<file path="src/rtl/block_sync_slip_ctrl.sv">
// block_sync_slip_ctrl: round-robin bit-slip scheduler sharing one gearbox slip port across PCS lanes
// ports: clk, reset (async, active high); slip_req_i / lock_i per-lane inputs;
//        gb_slip_v_o / gb_slip_lane_o gearbox slip command; slip_done_o per-lane settle pulse;
//        rx_mask_o lanes with a slip pending or in flight; busy_o FSM active; all_lock_o registered lock summary
module block_sync_slip_ctrl #(
    parameter int LANE_N    = 4,
    parameter int LANE_W    = $clog2(LANE_N),
    parameter int SLIP_WAIT = 4,
    parameter int CNT_W     = $clog2(SLIP_WAIT + 1)
) (
    input  logic              clk,
    input  logic              reset,
    input  logic [LANE_N-1:0] slip_req_i,
    input  logic [LANE_N-1:0] lock_i,
    output logic              gb_slip_v_o,
    output logic [LANE_W-1:0] gb_slip_lane_o,
    output logic [LANE_N-1:0] slip_done_o,
    output logic [LANE_N-1:0] rx_mask_o,
    output logic              busy_o,
    output logic              all_lock_o
);
    localparam logic [3:0] IDLE = 4'b0001;
    localparam logic [3:0] SLIP = 4'b0010;
    localparam logic [3:0] WAIT = 4'b0100;
    localparam logic [3:0] DONE = 4'b1000;
    logic [3:0]        state_q, state_d;
    logic [LANE_N-1:0] pend_q;
    logic [LANE_W-1:0] lane_q, ptr_q, gnt;
    logic [CNT_W-1:0]  cnt_q;
    logic              all_lock_q;
    // lowest pending lane overall covers the wrap case; lowest pending lane above ptr_q overrides it
    always_comb begin
        gnt = '0;
        for (int j = LANE_N - 1; j >= 0; j--)
            if (pend_q[j]) gnt = LANE_W'(j);
        for (int j = LANE_N - 1; j >= 0; j--)
            if (pend_q[j] && j > int'(ptr_q)) gnt = LANE_W'(j);
    end
    always_ff @(posedge clk or posedge reset)
        if (reset) state_q <= IDLE;
        else state_q <= state_d;
    always_comb begin
        state_d = IDLE;
        case (state_q)
            IDLE:    state_d = |pend_q ? SLIP : IDLE;
            SLIP:    state_d = WAIT;
            WAIT:    state_d = cnt_q == '0 ? DONE : WAIT;
            default: state_d = IDLE;
        endcase
    end
    always_comb begin
        gb_slip_v_o    = state_q == SLIP;
        gb_slip_lane_o = lane_q;
        busy_o         = state_q != IDLE;
        rx_mask_o      = pend_q;
        all_lock_o     = all_lock_q;
        slip_done_o    = '0;
        if (state_q == DONE) slip_done_o[lane_q] = 1'b1;
    end
    // a request landing in the lane's own DONE cycle survives the clear, so the lane is slipped again
    always_ff @(posedge clk or posedge reset)
        if (reset) begin
            pend_q     <= '0;
            lane_q     <= '0;
            ptr_q      <= LANE_W'(LANE_N - 1);
            cnt_q      <= '0;
            all_lock_q <= 1'b0;
        end else begin
            pend_q     <= (pend_q & ~slip_done_o) | slip_req_i;
            all_lock_q <= &lock_i & ~|pend_q;
            if (state_q == IDLE && |pend_q) begin
                lane_q <= gnt;
                ptr_q  <= gnt;
            end
            cnt_q <= state_q == SLIP ? CNT_W'(SLIP_WAIT - 1)
                   : (state_q == WAIT && cnt_q != '0) ? cnt_q - CNT_W'(1) : cnt_q;
        end
endmodule

</file>
<file path="config.mk">
export PLATFORM = sky130hd
export DESIGN_NAME = block_sync_slip_ctrl
export DESIGN_NICKNAME = d
export VERILOG_FILES = /design/src/rtl/block_sync_slip_ctrl.sv
export SDC_FILE = /design/constraint.sdc
export NUM_CORES = 1
export LEC_CHECK = 0
export BUFFER_PORTS_ARGS = -buffer_cell sky130_fd_sc_hd__buf_2
export CAP_MARGIN = 25
export CORE_MARGIN = 8
export CORE_UTILIZATION = 49
export DETAILED_ROUTE_END_ITERATION = 10
export PLACE_DENSITY = 0.8
export SYNTH_ARGS = -nofsm -noshare
export SYNTH_HDL_FRONTEND = slang
export SYNTH_SLANG_ARGS = --single-unit
</file>
<file path="constraint.sdc">
create_clock -name clk -period 2.3 [get_ports clk]
set_input_delay 0 -clock clk [delete_from_list [all_inputs] [get_ports clk]]
set_output_delay 0 -clock clk [all_outputs]
set_load 0.005 [all_outputs]
</file>
==> results.md, run 1 <==
- P per Cell Area: 472 mW/mm^2
- Root Buffer: clkbuf_4
- First-pass detailed-route iteration total: 4
- Unique masters post-synth: 28
- CTS sink count: 16
- Post-synthesis cell count: 78
- Initial Utilization: 0.529
- Clock share of power: 0.381
- Die Y-Extent: 56.6 um
- Leakage: 0.000532 uW
- Fmax: 0.548 GHz
- Pin count of the biggest net entering global routing: 17
- Port Buf Inserts: 22
- Sw frac: 0.203
- Fraction of layout cells with a size suffix above 1: 0.297
- Ports: 23
- Crit path launch type: register
- FFs w/ async S/R, synth: 1.00
- Gr ovfl total: 0
- Final number of hold-violating endpoints: 0
- Hold Crit Class: in2async
- # diodes: 0
- Final setup viols: 0
- Routed len/inst: between 15 and 20 um
- Hold_buf cts: 7
- Post-synth EDFFs: 0
- Die ar.: about 0.0032 mm^2
- Setup Crit Path Kind: reg2out
- Avg Synthesized Cell Area: 10.3 um^2
- Worst Setup End Kind: output port
- Tmin final: 1.82 ns
- Max Root-Sink Buffers: 2
- Vias: 716
- CTS tree: done
- WP data required: 2.30 ns
- CTS resizes: 0
- Comb pwr share: 0.047
- Vias in the first global route: 713
- Post-CTS Setup Inserts: 0
- Rows: 14
- Max Cap Viol: 0
- Initial DRC count: 12
- Slew Viols, Final: 0
- Post-synth top area cell: dfrtp_1
- Int Power: 392 uW
- Die width: 56.6 um
- Layout Nets: between 100 and 150
- Area growth from synthesis to layout: 29.3%
- Clk_skew: 0.00688 ns
- HPWL Detailed: between 1000 and 1500 um
- Outcome: finished, final reports clean
- RSZ-0062 raised after global routing: false
- Synth warn: 0
- Period utilization: 0.793
- Top cells by area, synth: dfrtp_1 40%, dfstp_2 9.8%, inv_1 6.5%
- Initial antenna violation count: 0
- Top-count cell post-synth: inv_1
- Core ar.: 0.00152 mm^2
- DRT Wirelength: 1940 um
- Rel. slew slack: 0.592
- Syn Nets: 90
- Max VDD drop: around 0.4 mV
- CTS Buf Count: 3
- Seq pwr share: 0.572
- Top_reg_cell synth: dfrtp_1
- NetSw: between 100 and 150 uW
- Worst-margin pin slew: around 0.60 ns
- Routability Congestion: between 0.7 and 0.8
- Insertion delay to the later sink of the worst-skew pair: around 0.29 ns
- CP arrival: 1.82 ns
- Worst-path clk slew: 0.10 ns
- Worst Path Max Fanout: 7
- Sequential fraction of the synthesis area: 0.502
- H-tree depth: 1
- First-pass GRT wire length: 3260 um
- Power Total: 492 uW
- Via density: 5.64
- Post-Syn Area: 806 um^2
- Top-area cell type share of the netlist area: 0.404
- Fin Setup TNS: 0 ns
- DR DRC count: 0
- Total Routing Usage GR: 0.124
- DRT antenna net count: 0
- Most frequent cells after synthesis: 14 x inv_1, 13 x dfrtp_1, 5 x nor3b_1
- Seq cells post-synth: 16
[state kept, by name, indices dropped and copies added (netlist names)]
| register | cells |
|---|---|
| rx_mask_o | 4 |
| cnt_q | 3 |
| state_q | 4 |
| gb_slip_lane_o | 2 |
| ptr_q | 2 |
| all_lock_o | 1 |
[layout by cell type, fill, tap and decap left out, types with 3 or more instances in the layout]
cell and n:
buf_2 22, inv_1 14, dfrtp_1 13, dlygate4sd3_1 7, nor3b_1 5, o21ai_0 4
o21bai_1 4, nor2_1 3, clkbuf_4 3, dfstp_2 3
[logic make-up (layout without fill, tap and decap cells)]
| kind of cell | after synthesis | after routing | synth area share |
|---|---|---|---|
| muxes | 1 | 1 | 0.0124 |
| AOI/OAI and AO/OA | 17 | 17 | 0.155 |
| buffers and inverters | 14 | 47 | 0.0652 |
| adders and majority gates | 2 | 2 | 0.0311 |
| and+or+nand+nor | 28 | 28 | 0.234 |
| DFF | 16 | 16 | 0.502 |
[area by class of cell]
type                            count  area (um^2)
Multi-Input combinational cell     48          349
Clock buffer                        4         36.3
Sequential cell                    16          404
Fill cell                         116          482
Tap cell                           16         20.0
Timing Repair Buffer               29          180
Inverter                           14         52.6
[per-layer routing]
metal  vias to the layer above  wire length, um  global-route usage
met5                         -                0                   0
met4                         0               23              0.0515
met3                         2              126              0.0315
met2                        22              889               0.196
met1                       340              897               0.156
li1                        352                -                   -
[power groups by stage]
stage | logic (uW) | clock network (uW) | registers [uW]
after detailed placement | 14.7 | 0 | 287
after global placement | 14.5 | 0 | 287
final | 22.9 | 188 | 282
after global routing | 25.6 | 197 | 282
after floorplan | 6.07 | 0 | 287
after CTS | 23.1 | 189 | 282
[through the flow]
stage,hold slack [ns],utilization,instances,worst slack (ns),cell area [um^2]
floorplan,-0.0884,-,78,0.673,806
global placement,0.0959,0.614,116,0.664,936
detailed placement,0.0918,0.614,116,0.628,936
CTS,0.317,0.684,127,0.459,1040
global route,0.369,0.684,127,0.317,1040
finish,0.304,0.684,127,0.475,1040
[final timing paths]
check	from	end	slack, ns	cells past startpoint
max reg2reg	state_q[0]	gb_slip_lane_o[1]	0.62	3
min reg2reg	ptr_q[0]	ptr_q[0]	0.49	2
min in group clk	slip_req_i[3]	rx_mask_o[3]	0.44	3
min	reset	rx_mask_o[0]	0.30	3
max	state_q[2]	slip_done_o[0]	0.48	3
max in group asynchronous	reset	cnt_q[2]	1.61	3
[worst max-delay path, stage by stage, from the launching register on]
cell and delay [ns]:
dfrtp_1 0.45, nor4b_1 0.59, nor3b_1 0.33, buf_2 0.17
(Power assumes the default switching activity.)
==> run 2, diff against run 1 <==
- CORE_UTILIZATION: 49 -> 44
- PLACE_DENSITY: 0.8 -> 0.76
- clock period: 2.3 -> 1.45 ns (I/O delays scaled with it)
==> results.md, run 2 (synthesis results as in run 1) <==
- Worst-margin pin slew: 0.612 ns (+0.00746 ns)
- Worst Path Max Fanout: 6 (-1)
- Largest stage delay on the critical path: 0.56 ns (-0.03 ns)
- R2r setup slk: -0.32 ns (-0.94 ns)
- Ports: 23 (unchanged)
- Total Routing Usage GR: 0.157 (+0.0323)
- Clk_skew: 0.00537 ns (-0.00151 ns)
- Final number of hold-violating endpoints: 0 (unchanged)
- Crit path launch type: register
- Slowest cell on crit path: or4b_4
- Setup slack after layout: -0.315 ns (-0.791 ns)
- Rows: 15 (+1)
- H-tree depth: 1 (unchanged)
- Setup Crit Path Kind: reg2reg
- Fraction of layout cells with a size suffix above 1: 0.522 (+0.225)
- Routed len/inst: 18.2 um (+19%)
- Period utilization: 1.22
- Initial Utilization: 0.467 (-0.0621)
- HPWL Detailed: 1610 um (+19%)
- Initial DRC count: 47 (+35)
- Worst setup path start: state_q[3]
- WP data required: 1.67 ns (-0.63 ns)
- DRT Wirelength: 2890 um (+49%)
- Max Root-Sink Buffers: 2 (unchanged)
- Die ar.: 0.00346 mm^2 (+8.1%)
- Via density: 5.50 (-2.5%)
- Rel. slew slack: 0.592 (about the same)
- Fin cells: 159 (+25%)
- First-pass GRT wire length: 4050 um (+24%)
- Root Buffer: clkbuf_4
- CTS sink count: 16 (unchanged)
- Port Buf Inserts: 22 (unchanged)
- Pin count of the biggest net entering global routing: 17 (unchanged)
- Vias in the first global route: 838 (+18%)
- Max Cap Viol: 0 (unchanged)
- Slew Viols, Final: 0 (unchanged)
- CTS Buf Count: 3 (unchanged)
- Core ar.: 0.00173 mm^2 (+13%)
- RSZ-0062 raised after global routing: true
- Die width: 58.8 um (+4.0%)
- CTS tree: done
- # diodes: 0 (unchanged)
- Leading cell type in the layout, fill and taps excluded: buf_2
- Worst Setup End Kind: register
- DRT antenna net count: 0 (unchanged)
- Gr ovfl total: 0 (unchanged)
- CP arrival: 1.98 ns (+0.16 ns)
- Final setup viols: 14 (+14)
- DR DRC count: 0 (unchanged)
- Leakage: 0.000678 uW (+28%)
- Worst-path clk slew: 0.10 ns (about the same)
- First-pass detailed-route iteration total: 4 (unchanged)
- Initial antenna violation count: 0 (unchanged)
- Outcome: complete, but fails checks
- Most frequent cells in the layout: 18 x buf_2, 16 x buf_4, 13 x dfrtp_1
- Placed Cells incl. Taps: 138 (+19%)
- Max VDD drop: 0.539 mV (+35%)
- Tmin final: 1.77 ns
- Vias: 874 (+22%)
- Power Total: 789 uW (+60%)
- P per Cell Area: 579 mW/mm^2 (+23%)
- Die Y-Extent: 58.8 um (+4.0%)
- Insertion delay to the later sink of the worst-skew pair: 0.30 ns (about the same)
- Fmax: approximately 0.57 GHz
- FF-to-FF Start: state_q[3]
- Hold Crit Class: in2async
- Routability Congestion: 0.807 (+8.5%)
- Violated checks: negative setup slack
- Worst path cell trace: buf_6, or4b_4, or3_1, a21oi_2
- Layout Nets: 147 (+19%)
- Area growth from synthesis to layout: 68.9%
-- run 2: final timing paths --
kind                                endpoint  cells past startpoint
worst max-delay path                cnt_q[2]                      4
worst min-delay path            rx_mask_o[1]                      3
worst max register to register      cnt_q[2]                      4
worst min register to register      ptr_q[0]                      2
max in group asynchronous         state_q[3]                      3
min in group clk                rx_mask_o[0]                      3
-- run 2: through the flow --
step	area, um^2	worst slack, ns	TNS, ns	hold WS, ns	util
after detailed placement	1040	-0.133	-0.561	0.0968	0.605
after CTS	1290	-0.168	-1.52	0.325	0.747
after global placement	1040	-0.111	-0.331	0.0919	0.605
after global routing	1360	-0.310	-2.63	0.362	0.788
final	1360	-0.315	-2.15	0.308	0.788
after floorplan	806	-0.155	-0.414	-0.0884	-
-- run 2: critical path, delay by kind of cell, from the launching register on --
kind | cells | cell delay [ns]
simple gates | 2 | 0.95
flops | 1 | 0.42
compound gates | 1 | 0.18
buf+inv | 1 | 0.13
-- run 2: repair_timing --
| item | in CTS | in global routing |
|---|---|---|
| setup buffers | 7 | 3 |
| pin swaps | 2 | 3 |
| hold endpoints to repair | 18 | 0 |
| gates resized for setup | 20 | 11 |
| setup endpoints to repair | 15 | 16 |
| hold buffers | 7 | 0 |
-- run 2: final cells by class --
class                           count  area [um^2]
Clock buffer                        4         36.3
Fill cell                         114          365
Inverter                           14         55.1
Multi-Input combinational cell     48          430
Sequential cell                    16          404
Tap cell                           25         31.3
Timing Repair Buffer               52          404
-- run 2: power breakdown --
group | switching [uW] | total [uW] | internal (uW)
registers | 0.106 | 447 | 447
logic | 15.2 | 37.9 | 22.6
clock network | 151 | 304 | 153
-- run 2: layer usage --
layer	wire, um	up-vias	share of wire	track usage
met4	81	0	0.028	0.102
met5	0	-	0	0
met3	218	7	0.075	0.0261
met1	1110	427	0.38	0.187
li1	-	397	-	-
met2	1480	43	0.51	0.252
